===== config.mk =====
export PLATFORM = sky130hd
export DESIGN_NAME = rv32_decode
export DESIGN_NICKNAME = d
export VERILOG_FILES = /design/src/rtl/rv32_decode.sv
export SDC_FILE = /design/constraint.sdc
export NUM_CORES = 1
export LEC_CHECK = 0
export ABC_AREA = 0
export CAP_MARGIN = 5
export CORE_ASPECT_RATIO = 0.6
export CORE_MARGIN = 5
export CORE_UTILIZATION = 30
export CTS_BUF_LIST = sky130_fd_sc_hd__clkbuf_2
export DETAILED_ROUTE_END_ITERATION = 7
export PLACE_DENSITY_LB_ADDON = 0.05
export SLEW_MARGIN = 10
export SYNTH_ARGS = -nofsm -noshare
export SYNTH_HDL_FRONTEND = slang
export SYNTH_SLANG_ARGS = --single-unit
export TNS_END_PERCENT = 30

===== constraint.sdc =====
create_clock -name clk -period 1.6 [get_ports clk]
set_input_delay 0.16 -clock clk [delete_from_list [all_inputs] [get_ports clk]]
set_output_delay 0.16 -clock clk [all_outputs]
set_load 0.05 [all_outputs]

===== src/rtl/rv32_decode.sv =====
// rv32_decode: RV32I decode stage; drives reg32Blk read ports on accept and registers decoded
// fields for execute. Optional RAW scoreboard is enabled by defining DECODE_SCOREBOARD_EN.
module rv32_decode #(
  parameter int unsigned D_WIDTH = 32,
  parameter int unsigned A_WIDTH = 5
) (
  input  logic               clk,
  input  logic               rst,
  input  logic [D_WIDTH-1:0] instr,
  input  logic [D_WIDTH-1:0] instrPc,
  input  logic               instrValid,
  output logic               instrReady,
  output logic [A_WIDTH-1:0] rs1,
  output logic [A_WIDTH-1:0] rs2,
  output logic               regLd,
  output logic               decValid,
  input  logic               decReady,
  output logic [D_WIDTH-1:0] decPc,
  output logic [3:0]         decClass,
  output logic [A_WIDTH-1:0] decRd,
  output logic               decRdWe,
  output logic [2:0]         decFunct3,
  output logic               decFunct7b5,
  output logic [D_WIDTH-1:0] decImm,
  output logic               decIllegal,
  input  logic               wbValid,
  input  logic [A_WIDTH-1:0] wbRd
);

  typedef enum logic [3:0] {
    ClsLui    = 4'd0,
    ClsAuipc  = 4'd1,
    ClsJal    = 4'd2,
    ClsJalr   = 4'd3,
    ClsBranch = 4'd4,
    ClsLoad   = 4'd5,
    ClsStore  = 4'd6,
    ClsOpImm  = 4'd7,
    ClsOp     = 4'd8,
    ClsFence  = 4'd9,
    ClsSystem = 4'd10
  } cls_e;

  logic [A_WIDTH-1:0] rd;
  logic [D_WIDTH-1:0] imm_i, imm_s, imm_b, imm_u, imm_j;
  cls_e               cls_c;
  logic               illegal_c, we_c, use_rs1_c, use_rs2_c;
  logic [D_WIDTH-1:0] imm_c;
  logic               hazard, accept;

  logic               dec_valid_q, dec_we_q, dec_f7b5_q, dec_illegal_q;
  logic [D_WIDTH-1:0] dec_pc_q, dec_imm_q;
  cls_e               dec_class_q;
  logic [A_WIDTH-1:0] dec_rd_q;
  logic [2:0]         dec_f3_q;

  assign rs1 = instr[19:15];
  assign rs2 = instr[24:20];
  assign rd  = instr[11:7];

  assign imm_i = {{(D_WIDTH-12){instr[31]}}, instr[31:20]};
  assign imm_s = {{(D_WIDTH-12){instr[31]}}, instr[31:25], instr[11:7]};
  assign imm_b = {{(D_WIDTH-12){instr[31]}}, instr[7], instr[30:25], instr[11:8], 1'b0};
  assign imm_u = {instr[31:12], 12'b0};
  assign imm_j = {{(D_WIDTH-20){instr[31]}}, instr[19:12], instr[20], instr[30:21], 1'b0};

  always_comb begin
    cls_c     = ClsSystem;
    illegal_c = 1'b1;
    we_c      = 1'b0;
    use_rs1_c = 1'b0;
    use_rs2_c = 1'b0;
    imm_c     = '0;
    if (instr[1:0] == 2'b11) begin
      illegal_c = 1'b0;
      case (instr[6:2])
        5'b01101: begin cls_c = ClsLui;    we_c = 1'b1; imm_c = imm_u; end
        5'b00101: begin cls_c = ClsAuipc;  we_c = 1'b1; imm_c = imm_u; end
        5'b11011: begin cls_c = ClsJal;    we_c = 1'b1; imm_c = imm_j; end
        5'b11001: begin cls_c = ClsJalr;   we_c = 1'b1; use_rs1_c = 1'b1; imm_c = imm_i; end
        5'b11000: begin
          cls_c = ClsBranch; use_rs1_c = 1'b1; use_rs2_c = 1'b1; imm_c = imm_b;
        end
        5'b00000: begin cls_c = ClsLoad;   we_c = 1'b1; use_rs1_c = 1'b1; imm_c = imm_i; end
        5'b01000: begin
          cls_c = ClsStore; use_rs1_c = 1'b1; use_rs2_c = 1'b1; imm_c = imm_s;
        end
        5'b00100: begin cls_c = ClsOpImm;  we_c = 1'b1; use_rs1_c = 1'b1; imm_c = imm_i; end
        5'b01100: begin cls_c = ClsOp;     we_c = 1'b1; use_rs1_c = 1'b1; use_rs2_c = 1'b1; end
        5'b00011: cls_c = ClsFence;
        5'b11100: cls_c = ClsSystem;
        default:  illegal_c = 1'b1;
      endcase
    end
    // x0 is hardwired, so it never counts as a write target.
    if (rd == '0) we_c = 1'b0;
  end

`ifdef DECODE_SCOREBOARD_EN
  logic [31:0] pending_q, pending_d;

  assign hazard = (use_rs1_c && pending_q[rs1]) || (use_rs2_c && pending_q[rs2]) ||
                  (we_c && pending_q[rd]);

  // Set after clear so a same-cycle retire and reissue of one register stays pending.
  always_comb begin
    pending_d = pending_q;
    if (wbValid) pending_d[wbRd] = 1'b0;
    if (accept && we_c) pending_d[rd] = 1'b1;
    pending_d[0] = 1'b0;
  end

  always_ff @(posedge clk) begin
    if (rst) pending_q <= '0;
    else     pending_q <= pending_d;
  end
`else
  logic unused_sb;
  assign unused_sb = ^{wbValid, wbRd, use_rs1_c, use_rs2_c};
  assign hazard    = 1'b0;
`endif

  assign instrReady = !rst && !(dec_valid_q && !decReady) && !hazard;
  assign accept     = instrValid && instrReady;
  assign regLd      = accept;

  always_ff @(posedge clk) begin
    if (rst) begin
      dec_valid_q   <= 1'b0;
      dec_pc_q      <= '0;
      dec_class_q   <= ClsLui;
      dec_rd_q      <= '0;
      dec_we_q      <= 1'b0;
      dec_f3_q      <= '0;
      dec_f7b5_q    <= 1'b0;
      dec_imm_q     <= '0;
      dec_illegal_q <= 1'b0;
    end else if (accept) begin
      dec_valid_q   <= 1'b1;
      dec_pc_q      <= instrPc;
      dec_class_q   <= cls_c;
      dec_rd_q      <= rd;
      dec_we_q      <= we_c;
      dec_f3_q      <= instr[14:12];
      dec_f7b5_q    <= instr[30];
      dec_imm_q     <= imm_c;
      dec_illegal_q <= illegal_c;
    end else if (decReady) begin
      dec_valid_q   <= 1'b0;
    end
  end

  assign decValid    = dec_valid_q;
  assign decPc       = dec_pc_q;
  assign decClass    = dec_class_q;
  assign decRd       = dec_rd_q;
  assign decRdWe     = dec_we_q;
  assign decFunct3   = dec_f3_q;
  assign decFunct7b5 = dec_f7b5_q;
  assign decImm      = dec_imm_q;
  assign decIllegal  = dec_illegal_q;

endmodule


Word-level counts from Yosys, hierarchy flattened
Index checks and enable logic that the tools add are counted.
- bits in registers: 80
- bits in latches: 0
- memory bits (writable): 0
- ROM bits: 0
- input port bits: 74
- output and inout bits: 92
- logic and storage cells: 44
- memories: 0
- add/sub/neg operators: 0
- multipliers: 0
- div/mod/pow operators: 0
- $lt $le $gt $ge: 0
- equal/unequal tests: 11
- shift-type cells: 0
- muxes and demuxes: 11
- bitwise logic cells: 0
- reduce and logical (&&, ||, !) cells: 13
- operator list (operator ; count):
    $pmux W32 S5 ; 1
    $pmux W4 S10 ; 1
    $mux W32 ; 1
    $eq A5 B5 Y1 const B ; 4
    $eq A5 B4 Y1 const B ; 3
    $reduce_or A11 Y1 ; 1
    $eq A5 B3 Y1 const B ; 2
    $logic_not A5 Y1 ; 2
    $mux W1 ; 7
    $reduce_or A7 Y1 ; 1
    $eq A5 B2 Y1 const B ; 1
    $mux W4 ; 1
    $logic_and A1 B1 Y1 ; 3
    $logic_not A1 Y1 ; 3
    $reduce_or A3 Y1 ; 1
    $eq A2 B2 Y1 const B ; 1
    $reduce_bool A2 Y1 ; 1
    $reduce_or A2 Y1 ; 1

Longest topological paths before layout
Gate-level depths: netlist of run 1.
- word-level depth: 6
- mapped depth: 7
- mapped depth without buffers: 5

Worst setup path before layout of run 1
OpenSTA, ideal clock, no wires.
- kind: register -> register
- start: reg dec_valid_q (netlist: decValid)
- end: reg dec_f3_q[0] (netlist: decFunct3[0])
- library setup time: 0.074 ns
- data arrival time: 1.815 ns
- data required time: 1.526 ns
- setup slack: -0.289 ns
- cell stages (with the launch flop): 8
- path buffers: 2
- period minus slack after synthesis: 1.889 ns
- path through: dfxtp_1 > nand2b_1 > nand2_2 > inv_2 > buf_2 > buf_1 > nand2_1 > o21ai_0
- longest elaborated chain between the ends: 4
- RTL lines (item ; RTL line ; RTL):
    from (decl) ; 51 ; logic dec_valid_q, dec_we_q, dec_f7b5_q, dec_illegal_q;
    from (signal assigned) ; 129 ; dec_valid_q <= 1'b0;
    from (signal assigned) ; 139 ; dec_valid_q <= 1'b1;
    from (signal assigned) ; 149 ; dec_valid_q <= 1'b0;
    $logic_and A1 B1 Y1 ; 123 ; assign instrReady = !rst && !(dec_valid_q && !decReady) && !hazard;
    $logic_not A1 Y1 ; 123 ;
    $logic_and A1 B1 Y1 ; 123 ;
    $logic_and A1 B1 Y1 ; 124 ; assign accept = instrValid && instrReady;
    via regLd ; 15 ; output logic regLd,
    to (signal assigned) ; 144 ; dec_f3_q <= instr[14:12];
    to (decl) ; 55 ; logic [2:0] dec_f3_q;
The timed path passes the listed nets, and every way through them passes these cells.
A chain may end at the register's enable or synchronous reset.

Final worst setup path of run 1
- start: in instr[3]
- end: reg dec_imm_q[31] (netlist: decImm[31])
- longest elaborated chain between the ends: 4
- elaborated cells on any way between the ends: 12
- those cells by class: eq/ne (7); mux (2); reduce/logical (3)
- RTL lines (item ; RTL line ; RTL):
    from (decl) ; 9 ; input logic [D_WIDTH-1:0] instr,
    $eq A5 B3 Y1, or another cell as far along ; 76 ; case (instr[6:2])
    $reduce_or A3 Y1 (no line) or $reduce_or A2 Y1 (tied branches) ; -- ;
    $pmux W32 S5 * ; 76 ;
    $mux W32 * ; 74 ; if (instr[1:0] == 2'b11) begin
    to (signal assigned) ; 146 ; dec_imm_q <= imm_c;
    to (decl) ; 52 ; logic [D_WIDTH-1:0] dec_pc_q, dec_imm_q;
Mark *: on every way between the ends. The rest lies on a longest branch, timed or not.

==> impl_results.md, run 1 <==
* Run status: complete, no violations
* CTS tree: built
* Pre-CTS WS at -0.478 ns
* Post-Synthesis Cells at 391
* Final worst slack at 0.0531 ns
* Crit-path leading delay family: buffers and inverters
* Total Power at 0.00422 W
* FF/Latch Area at 1600 sq um
* Reg-to-reg endpoint: decImm[5]
* CTS Root Cell: clkbuf_2
* TritonRoute pass-1 iters at 5
* Die area at 13800 sq um
* Worst Path Buf+Inv at 2
* Cell depth of the worst setup path at 6
* Post-synthesis sequential area ratio at 0.464
* Wire per inst at 15.9 um
* Cell count of the worst reg-to-reg path at 6
* Primary FF master, synth: dfxtp_1
* Antenna fix cells at 0
* Initial antenna violation count at 0
* Static leakage at 2.25 nW
* Via count at 3408
* Critical path's slowest cell: or4b_1
* Share of cells above drive strength 1 at 0.327
* Critical path cell sequence: clkdlybuf4s50_1 > nor4b_2 > or4b_1 > buf_4 > a32oi_1 > nor2_1
* Slew Limit Headroom at 0.817
* Final Hold Vio Count at 0
* Max rail drop VDD at 0.000369 V
* Top cells by count, synth: nand2_1 (93), dfxtp_1 (80), o21ai_0 (40), a21oi_1 (34), o2bb2ai_2 (20)
* Htree depth at 3
* # fillers at 1119
* TNS Setup at 0 ns
* PortBufs at 159
* Final setup violation count at 0
* Post-synth EDFFs at 0
* Area leader, netlist: dfxtp_1
* Clk slew on worst S/H paths at 0.21 ns
* Initial core utilization at 0.306
* Synth area leaders: dfxtp_1 (46%), nand2_1 (10%), o2bb2ai_2 (8.7%)
* Clock skew at 0.0189 ns
* Die Ht at 93.1 um
* Largest net degree at the start of global routing at 33
* Hold Crit Class: input pin to flop
* FMAX at 646 MHz
* Count leader, synth: nand2_1
* Clock latency on the worst-skew pair at 0.51 ns
* Core ar. at 11300 sq um
* GPL Wtd Cong at 0.750
* Final Slew Violations at 0
* Reg2reg start: decValid
* Sink Count at 80
* Crit end category: flop
* Num ports at 166
* FF-to-FF setup slack at 0.27 ns
* Period minus WS final at 1.55 ns
* Pwr/cell area at 773 nW/um^2
* Synth-to-Final Area Change at 58.3%
* Hold Crit Endpoint: decPc[16]
* Final Cycle Share at 0.967
* Placement row count at 30
* RSZ-0062 raised after global routing: yes
* DRC errors left at 0
* Ys async rst share at 0
* Final instance area at 5460 sq um
* Vias in the first global route at 3344
* FF+latch count, synth at 80
* Vias per cell at 4.78
* Chip width at 148 um
* CTS buffer count at 9
* Hold_buf cts at 0
* Least-Margin Pin Slew at 0.271 ns
* Startpoint types: input pin
* GR Util All Layers at 0.164
* Number of warning messages in the yosys log at 0
* Critical-path maximum fanout at 7
* CP arrival at 1.97 ns
* Placed Area at 5290 sq um
* Syn Nets at 465
* CP required at 2.02 ns
* Type of the worst setup path: input pin to flop
* Mean post-synth cell area at 8.82 sq um
* Drt total wl at 11.4 mm
* Final #Nets at 639
* Grt ovf at 0
* Post-Syn Area at 3450 sq um
* DR iter-0 viols at 139
* DPL Wire Length at 8.47 mm
* Hold Startpoint: instrPc[16]
* Delay of the slowest critical-path stage at 0.63 ns
* Min Hold Slack at 0.170 ns
* Hold Path Stages at 3
* Max Cap Viol at 0
* Yosys top cell area share at 0.464
* Area occupied by multi-input gates at 1640 sq um
* Global-route wire length before repair at 18.0 mm
* Final ANT Viol Nets at 0
* Synth unique cells at 47
* Clock buffer depth at 2
-- worst min-delay path: stages --
cell and delay (ns):
clkdlybuf4s50_1 0.40, nand2_1 0.05, o21ai_0 0.06
-- layer usage --
layer	vias up	GRT usage	wire length (um)
met5	-	0	0
met1	1593	0.223	5530
met4	0	0.0346	89
met2	108	0.246	4890
met3	9	0.0625	850
li1	1698	-	-
-- final cells by class --
type,instances,area share
Timing Repair Buffer,204,0.355
Multi-Input combinational cell,266,0.300
Sequential cell,80,0.294
Tap cell,144,0.0330
Clock buffer,11,0.0101
Clock inverter,4,0.00413
Inverter,4,0.00413
-- worst max path at each step --
stage	from	endpoint	slack (ns)
finish	instr[3]	decImm[31]	0.05
global route	decValid	instrReady	-0.03
CTS	decValid	instrReady	-0.01
detailed placement	instr[3]	decImm[31]	-0.48
global placement	instr[6]	decImm[31]	-0.45
floorplan	decValid	decImm[12]	0.1
-- report_power, final --
group / switching [W] / total [W] / internal, W
logic: 0.000714 / 0.00121 / 0.000492
registers: 0.0000457 / 0.00213 / 0.00209
clock network: 0.000682 / 0.000885 / 0.000203
-- cells in the final DEF, fill, tap and decap left out, types with 2 or more instances in the layout --
cell type / count
nand2_4: 2
clkbuf_2: 11
o211ai_1: 6
o2bb2ai_2: 20
or4_1: 2
buf_12: 17
clkinv_2: 2
nand2b_1: 3
or4b_1: 2
clkdlybuf4s50_1: 67
nand2_1: 93
nor2_1: 13
buf_4: 118
inv_1: 2
a21boi_1: 4
a21oi_1: 34
o31ai_1: 2
o22ai_1: 2
and2_1: 4
nor2b_1: 5
nor3_1: 2
clkinv_1: 2
dfxtp_1: 79
a32oi_1: 8
o21ai_0: 40
-- logic make-up after synthesis --
family,synth area share
buffers and inverters,0.0740
xor gates and xnor gates,0.00508
AOI/OAI and AO/OA,0.264
DFF,0.464
and+or+nand+nor,0.189
muxes,0.00326
-- state kept, by name, indices dropped and copies added (netlist names) --
name,cells
decClass,4
decFunct3,3
decFunct7b5,1
decIllegal,1
decImm,32
decPc,32
decRd,5
decRdWe,1
decValid,1
-- repair_timing --
| action | CTS | global route |
|---|---|---|
| pin swaps | 2 | 2 |
| buffers inserted | 2 | 4 |
| resized for setup | 9 | 1 |
| gates cloned | 1 | 0 |
| setup endpoints to repair | 1 | 2 |
-- stage by stage --
stage	util	instances
3_3_place_gp	0.470	693
2_1_floorplan	-	391
6_report	0.485	713
3_5_place_dp	0.470	693
4_1_cts	0.484	710
5_1_grt	0.485	713
Power figures use the tool's default switching activity.
==> run 2, diff against run 1 <==
--- a/config.mk
+++ b/config.mk
@@ -6,7 +6,6 @@
 export NUM_CORES = 1
 export LEC_CHECK = 0
 export ABC_AREA = 0
-export CAP_MARGIN = 5
 export CORE_ASPECT_RATIO = 0.6
 export CORE_MARGIN = 5
 export CORE_UTILIZATION = 30
==> constraint.sdc (replaced) <==
create_clock -name clk -period 1.7 [get_ports clk]
set_input_delay 0.17 -clock clk [delete_from_list [all_inputs] [get_ports clk]]
set_output_delay 0.17 -clock clk [all_outputs]
set_load 0.05 [all_outputs]
==> run 2 against run 1 <==
Effect of this change:
- via count down 1.7%
- clock skew shrank 0.0026 ns
- core utilization is 0.49 points lower
- wire length decreased by 0.73%
- power grew 1.1%
- combinational power decreased by 9%
- clock power up 32%
- critical path depth fell by 5
- non-clock buffer count is 1 higher
- critical path type is now flop to output port
- cell area decreased by 1.0%
==> impl_results.md, run 2 (synthesis gave the netlist of run 1 again) <==
* Run status: complete, no violations
* Chip width at 148 um
* TritonRoute pass-1 iters at 4
* Placed Area at 5440 sq um
* Synth-to-Final Area Change at 56.7%
* GR Util All Layers at 0.167
* Final #Nets at 640
* Least-Margin Pin Slew at 0.496 ns
* CP required at 1.53 ns
* Final instance area at 5400 sq um
* Critical path cell sequence: clkdlybuf4s15_1
* Critical-path maximum fanout at 2
* Hold_buf cts at 0
* Max rail drop VDD at 0.000388 V
* Total Power at 0.00427 W
* Clock skew at 0.0163 ns
* Reg2reg start: decValid
* Htree depth at 3
* Placed Cells at 693
* Crit-path leading delay family: buffers and inverters
* Final ANT Viol Nets at 0
* Clk slew on worst S/H paths at 0.22 ns
* Final Hold Vio Count at 0
* DRC errors left at 0
* Max Cap Viol at 0
* Sink Count at 80
* Slew Limit Headroom at 0.671
* Via count at 3349
* Final setup violation count at 0
* Die Ht at 93.1 um
* Final Slew Violations at 0
* Drt total wl at 11.3 mm
* Crit end category: output port
* Critical path's slowest cell: clkdlybuf4s15_1
* Gr busiest metal: met2
* Clock buffer depth at 2
* CTS buffer count at 9
* Hold Crit Class: input pin to flop
* Grt ovf at 0
* Clock latency on the worst-skew pair at 0.55 ns
* Vias per cell at 4.69
* Cell count of the worst reg-to-reg path at 6
* Finished Layout Cells at 714
* Hold Startpoint: instrPc[29]
* Type of the worst setup path: flop to output port
* GR Util met3 at 0.0736
* Leading cell type in the layout, fill and taps excluded: nand2_1
* FF-to-FF setup slack at 0.36 ns
* Core ar. at 11300 sq um
* Antenna fix cells at 0
* Startpoint types: flop
* Wire per inst at 15.8 um
* Initial antenna violation count at 0
* Die area at 13800 sq um
* CP arrival at 1.43 ns
* Largest net degree at the start of global routing at 44
* Reg-to-reg endpoint: decImm[9]
* Static leakage at 2.22 nW
* Period minus WS final at 1.60 ns
* RSZ-0062 raised after global routing: yes
* Final worst slack at 0.102 ns
* DR iter-0 viols at 132
* CTS Root Cell: clkbuf_2
* GPL Wtd Cong at 0.781
* Final core occ at 0.480
* Placement row count at 30
* Final Cycle Share at 0.940
* Pwr/cell area at 790 nW/um^2
* CTS tree: built
* GR Util met2 at 0.238
* Worst Path Buf+Inv at 1
* DPL Wire Length at 8.57 mm
* Global-route wire length before repair at 18.3 mm
* Num ports at 166
* PortBufs at 159
* Delay of the slowest critical-path stage at 0.51 ns
* Hold Path Stages at 3
* Most frequent cells in the layout: nand2_1 (93), dfxtp_1 (79), buf_4 (68), clkdlybuf4s50_1 (67), clkbuf_2 (52)
* Share of cells above drive strength 1 at 0.312
* M1 GR Usage at 0.234
* Initial core utilization at 0.306
* Vias in the first global route at 3266
* FMAX at 626 MHz
* Pre-CTS WS at -0.371 ns
* Hold Crit Endpoint: decPc[29]
run 2: cell count changes in the layout (fill, tap and decap cells not counted), sizes merged:
cell,before,now
buf,136,88
bufbuf,1,0
bufinv,0,2
clkbuf,11,52
clkdlybuf4s15,0,6
clkinv,5,3
clkinvlp,0,1
dlygate4sd2,0,1
inv,3,4
run 2: per-stage QoR:
step / setup TNS [ns] / hold slack [ns]
2_1_floorplan: -3.54 / 0.279
3_3_place_gp: -9.23 / 0.443
3_5_place_dp: -10.83 / 0.448
4_1_cts: -0.0590 / 0.0914
5_1_grt: -0.0713 / 0.0698
6_report: 0 / 0.151
run 2: worst max-delay path by stage:
| stage | start | to | slack [ns] | depth (start not counted) |
|---|---|---|---|---|
| final | decImm[6] | decImm[6] | 0.10 | 1 |
| after detailed placement | instr[6] | decImm[2] | -0.37 | 6 |
| after floorplan | decValid | decImm[12] | -0.18 | 7 |
| after global placement | instr[6] | decImm[4] | -0.32 | 6 |
| after global routing | decValid | regLd | -0.07 | 5 |
| after CTS | decValid | regLd | -0.06 | 5 |
run 2: report_power, final:
group	total, W	internal [W]	switching [W]
Sequential	0.00201	0.00196	0.0000430
Clock	0.00117	0.000474	0.000691
Combinational	0.00110	0.000430	0.000666
Total	0.00427	0.00287	0.00140
run 2: repair_timing:
item,4_1_cts,5_1_grt
resized for setup,63,82
gates cloned,0,0
setup endpoints to repair,51,50
setup buffers,0,6
hold endpoints to repair,0,0
run 2: final cells by class:
type	instances	area, sq um
timing repair buffer	205	1870
multi-input combinational	266	1610
inverter	4	15.0
fill	1089	5860
sequential	80	1600
tap	144	180
clock inverter	6	83.8
clock buffer	9	45.0
run 2: metal layers:
metal / part of all wire / vias to the layer above
met4: 0.0076 / 0
li1: - / 1700
met2: 0.42 / 101
met3: 0.088 / 8
met5: 0 / -
met1: 0.49 / 1540
==> run 3, diff against run 2 <==
--- a/config.mk
+++ b/config.mk
@@ -8,8 +8,7 @@
 export ABC_AREA = 0
 export CORE_ASPECT_RATIO = 0.6
 export CORE_MARGIN = 5
-export CORE_UTILIZATION = 30
-export CTS_BUF_LIST = sky130_fd_sc_hd__clkbuf_2
+export CORE_UTILIZATION = 25
 export DETAILED_ROUTE_END_ITERATION = 7
 export PLACE_DENSITY_LB_ADDON = 0.05
 export SLEW_MARGIN = 10
==> run 3 against run 2 <==
Effect of this change:
- combinational power is essentially flat
- power grew 22%
- global-route usage shrank 2.5 points
- critical endpoint is now decImm[28]
- largest cell class unchanged
==> impl_results.md, run 3 (synthesis gave the netlist of run 1 again) <==
* Global-route wire length before repair at 18.4 mm
* DPL Wire Length at 8.81 mm
* Wire per inst at 15.9 um
* Max rail drop VDD at 0.000390 V
* Grt ovf at 0
* Hold Crit Class: input pin to flop
* Largest net degree at the start of global routing at 44
* Crit end category: output port
* Chip width at 162 um
* FF-to-FF setup slack at 0.41 ns
* Slew Limit Headroom at 0.640
* Placement row count at 33
* FMAX at 604 MHz
* Share of cells above drive strength 1 at 0.218
* Final ANT Viol Nets at 0
* Clock latency on the worst-skew pair at 0.33 ns
* PortBufs at 159
* Cell count of the worst reg-to-reg path at 6
* Final core occ at 0.430
* Type of the worst setup path: flop to output port
* Clock buffer depth at 2
* CP required at 1.53 ns
* Startpoint types: flop
* Final Cycle Share at 0.974
* Antenna fix cells at 0
* Synth-to-Final Area Change at 69.2%
* Vias in the first global route at 3302
* GPL Wtd Cong at 0.731
* Delay of the slowest critical-path stage at 0.81 ns
* Worst Path Buf+Inv at 1
* Clk slew on worst S/H paths at 0.06 ns
* Run status: complete, no violations
* Total Power at 0.00519 W
* Sink Count at 80
* Hold_buf cts at 0
* Final setup violation count at 0
* # fillers at 1329
* RSZ-0062 raised after global routing: no
* Core ar. at 13600 sq um
* Final Hold Vio Count at 0
* Htree depth at 3
* Cell depth of the worst setup path at 1
* CTS buffer count at 9
* Static leakage at 2.56 nW
* Critical path origin: decImm[28]
* Critical-path maximum fanout at 2
* TritonRoute pass-1 iters at 4
* Die Ht at 101 um
* Leading cell type in the layout, fill and taps excluded: clkdlybuf4s50_1
* Num ports at 166
* Crit-path leading delay family: buffers and inverters
* Initial antenna violation count at 1
* Reg2reg start: decValid
* Period minus WS final at 1.66 ns
* Final Slew Violations at 0
* Most frequent cells in the layout: clkdlybuf4s50_1 (94), nand2_1 (93), dfxtp_1 (80), buf_4 (53), o21ai_0 (40)
* Via count at 3338
* Max Cap Viol at 0
* Clock skew at 0.00537 ns
* Critical path's slowest cell: clkdlybuf4s50_1
* DRC errors left at 0
* Vias per cell at 4.54
* Least-Margin Pin Slew at 0.539 ns
* CP arrival at 1.49 ns
* Pwr/cell area at 890 nW/um^2
* Initial core utilization at 0.254
* Critical path cell sequence: clkdlybuf4s50_1
* CTS Root Cell: clkbuf_16
* Critical Path Sink: decImm[28]
* Reg-to-reg endpoint: decImm[22]
* DR iter-0 viols at 146
* Die area at 16300 sq um
* Drt total wl at 11.7 mm
* CTS tree: built
* Final #Nets at 629
* GR Util All Layers at 0.142
## run 3: power breakdown
group | total, W | leakage [nW] | switching [W] | internal, W
clock network | 0.00206 | 0.154 | 0.000771 | 0.00129
logic | 0.00113 | 1.75 | 0.000666 | 0.000467
registers | 0.00200 | 0.654 | 0.0000414 | 0.00196
## run 3: layout make-up
cell class	count	area [sq um]	share of cell area
clock buffers	11	233	0.0399
inverters	4	17.5	0.00300
multi-input cells	266	1620	0.278
repair buffers	194	2060	0.353
well taps	175	219	0.0375
clock inverters	5	78.8	0.0135
flip-flops and latches	80	1600	0.274
## run 3: through the flow
stage / instances / worst slack (ns) / hold WS [ns] / setup TNS, ns / cell area [sq um]
finish: 735 / 0.0448 / 0.390 / 0 / 5840
global route: 735 / 0.000722 / 0.401 / 0 / 5840
CTS: 732 / 0.00528 / 0.375 / 0 / 5740
detailed placement: 716 / -0.372 / 0.451 / -11.34 / 5430
global placement: 716 / -0.331 / 0.444 / -10.46 / 5430
floorplan: 391 / -0.178 / 0.279 / -3.54 / 3450
## run 3: layer usage
layer  routed length [um]  vias to the layer above  part of all wire  global-route usage
li1                     -                     1696                 -                   -
met1                 5950                     1533              0.51               0.199
met2                 4710                       96              0.40               0.207
met3                  902                       11             0.077              0.0552
met4                  102                        2            0.0087              0.0312
met5                    7                        -           0.00060                   0
## run 3: timing repair
item / 4_1_cts / 5_1_grt
hold endpoints to repair: 0 / 0
buffers inserted: 0 / 2
gates cloned: 0 / 1
gates resized for setup: 4 / 29
pin swaps: 0 / 1
endpoints found under the setup margin: 5 / 49
## run 3: worst reg2reg max path, stage by stage (launching register included)
cell and delay, ns:
dfxtp_1 0.32, nand2b_1 0.11, and4_1 0.25, buf_12 0.16, nand2_4 0.09, buf_12 0.15, o2bb2ai_2 0.13
## run 3: how the worst min path moves through the flow
stage / cells past startpoint / startpoint / slack [ns] / endpoint
after floorplan: 2 / instr[12] / 0.28 / decFunct3[0]
after global placement: 2 / decPc[12] / 0.44 / decPc[12]
after detailed placement: 2 / decImm[3] / 0.45 / decImm[3]
after CTS: 3 / instrPc[29] / 0.37 / decPc[29]
after global routing: 3 / instrPc[30] / 0.40 / decPc[30]
final: 3 / instrPc[29] / 0.39 / decPc[29]
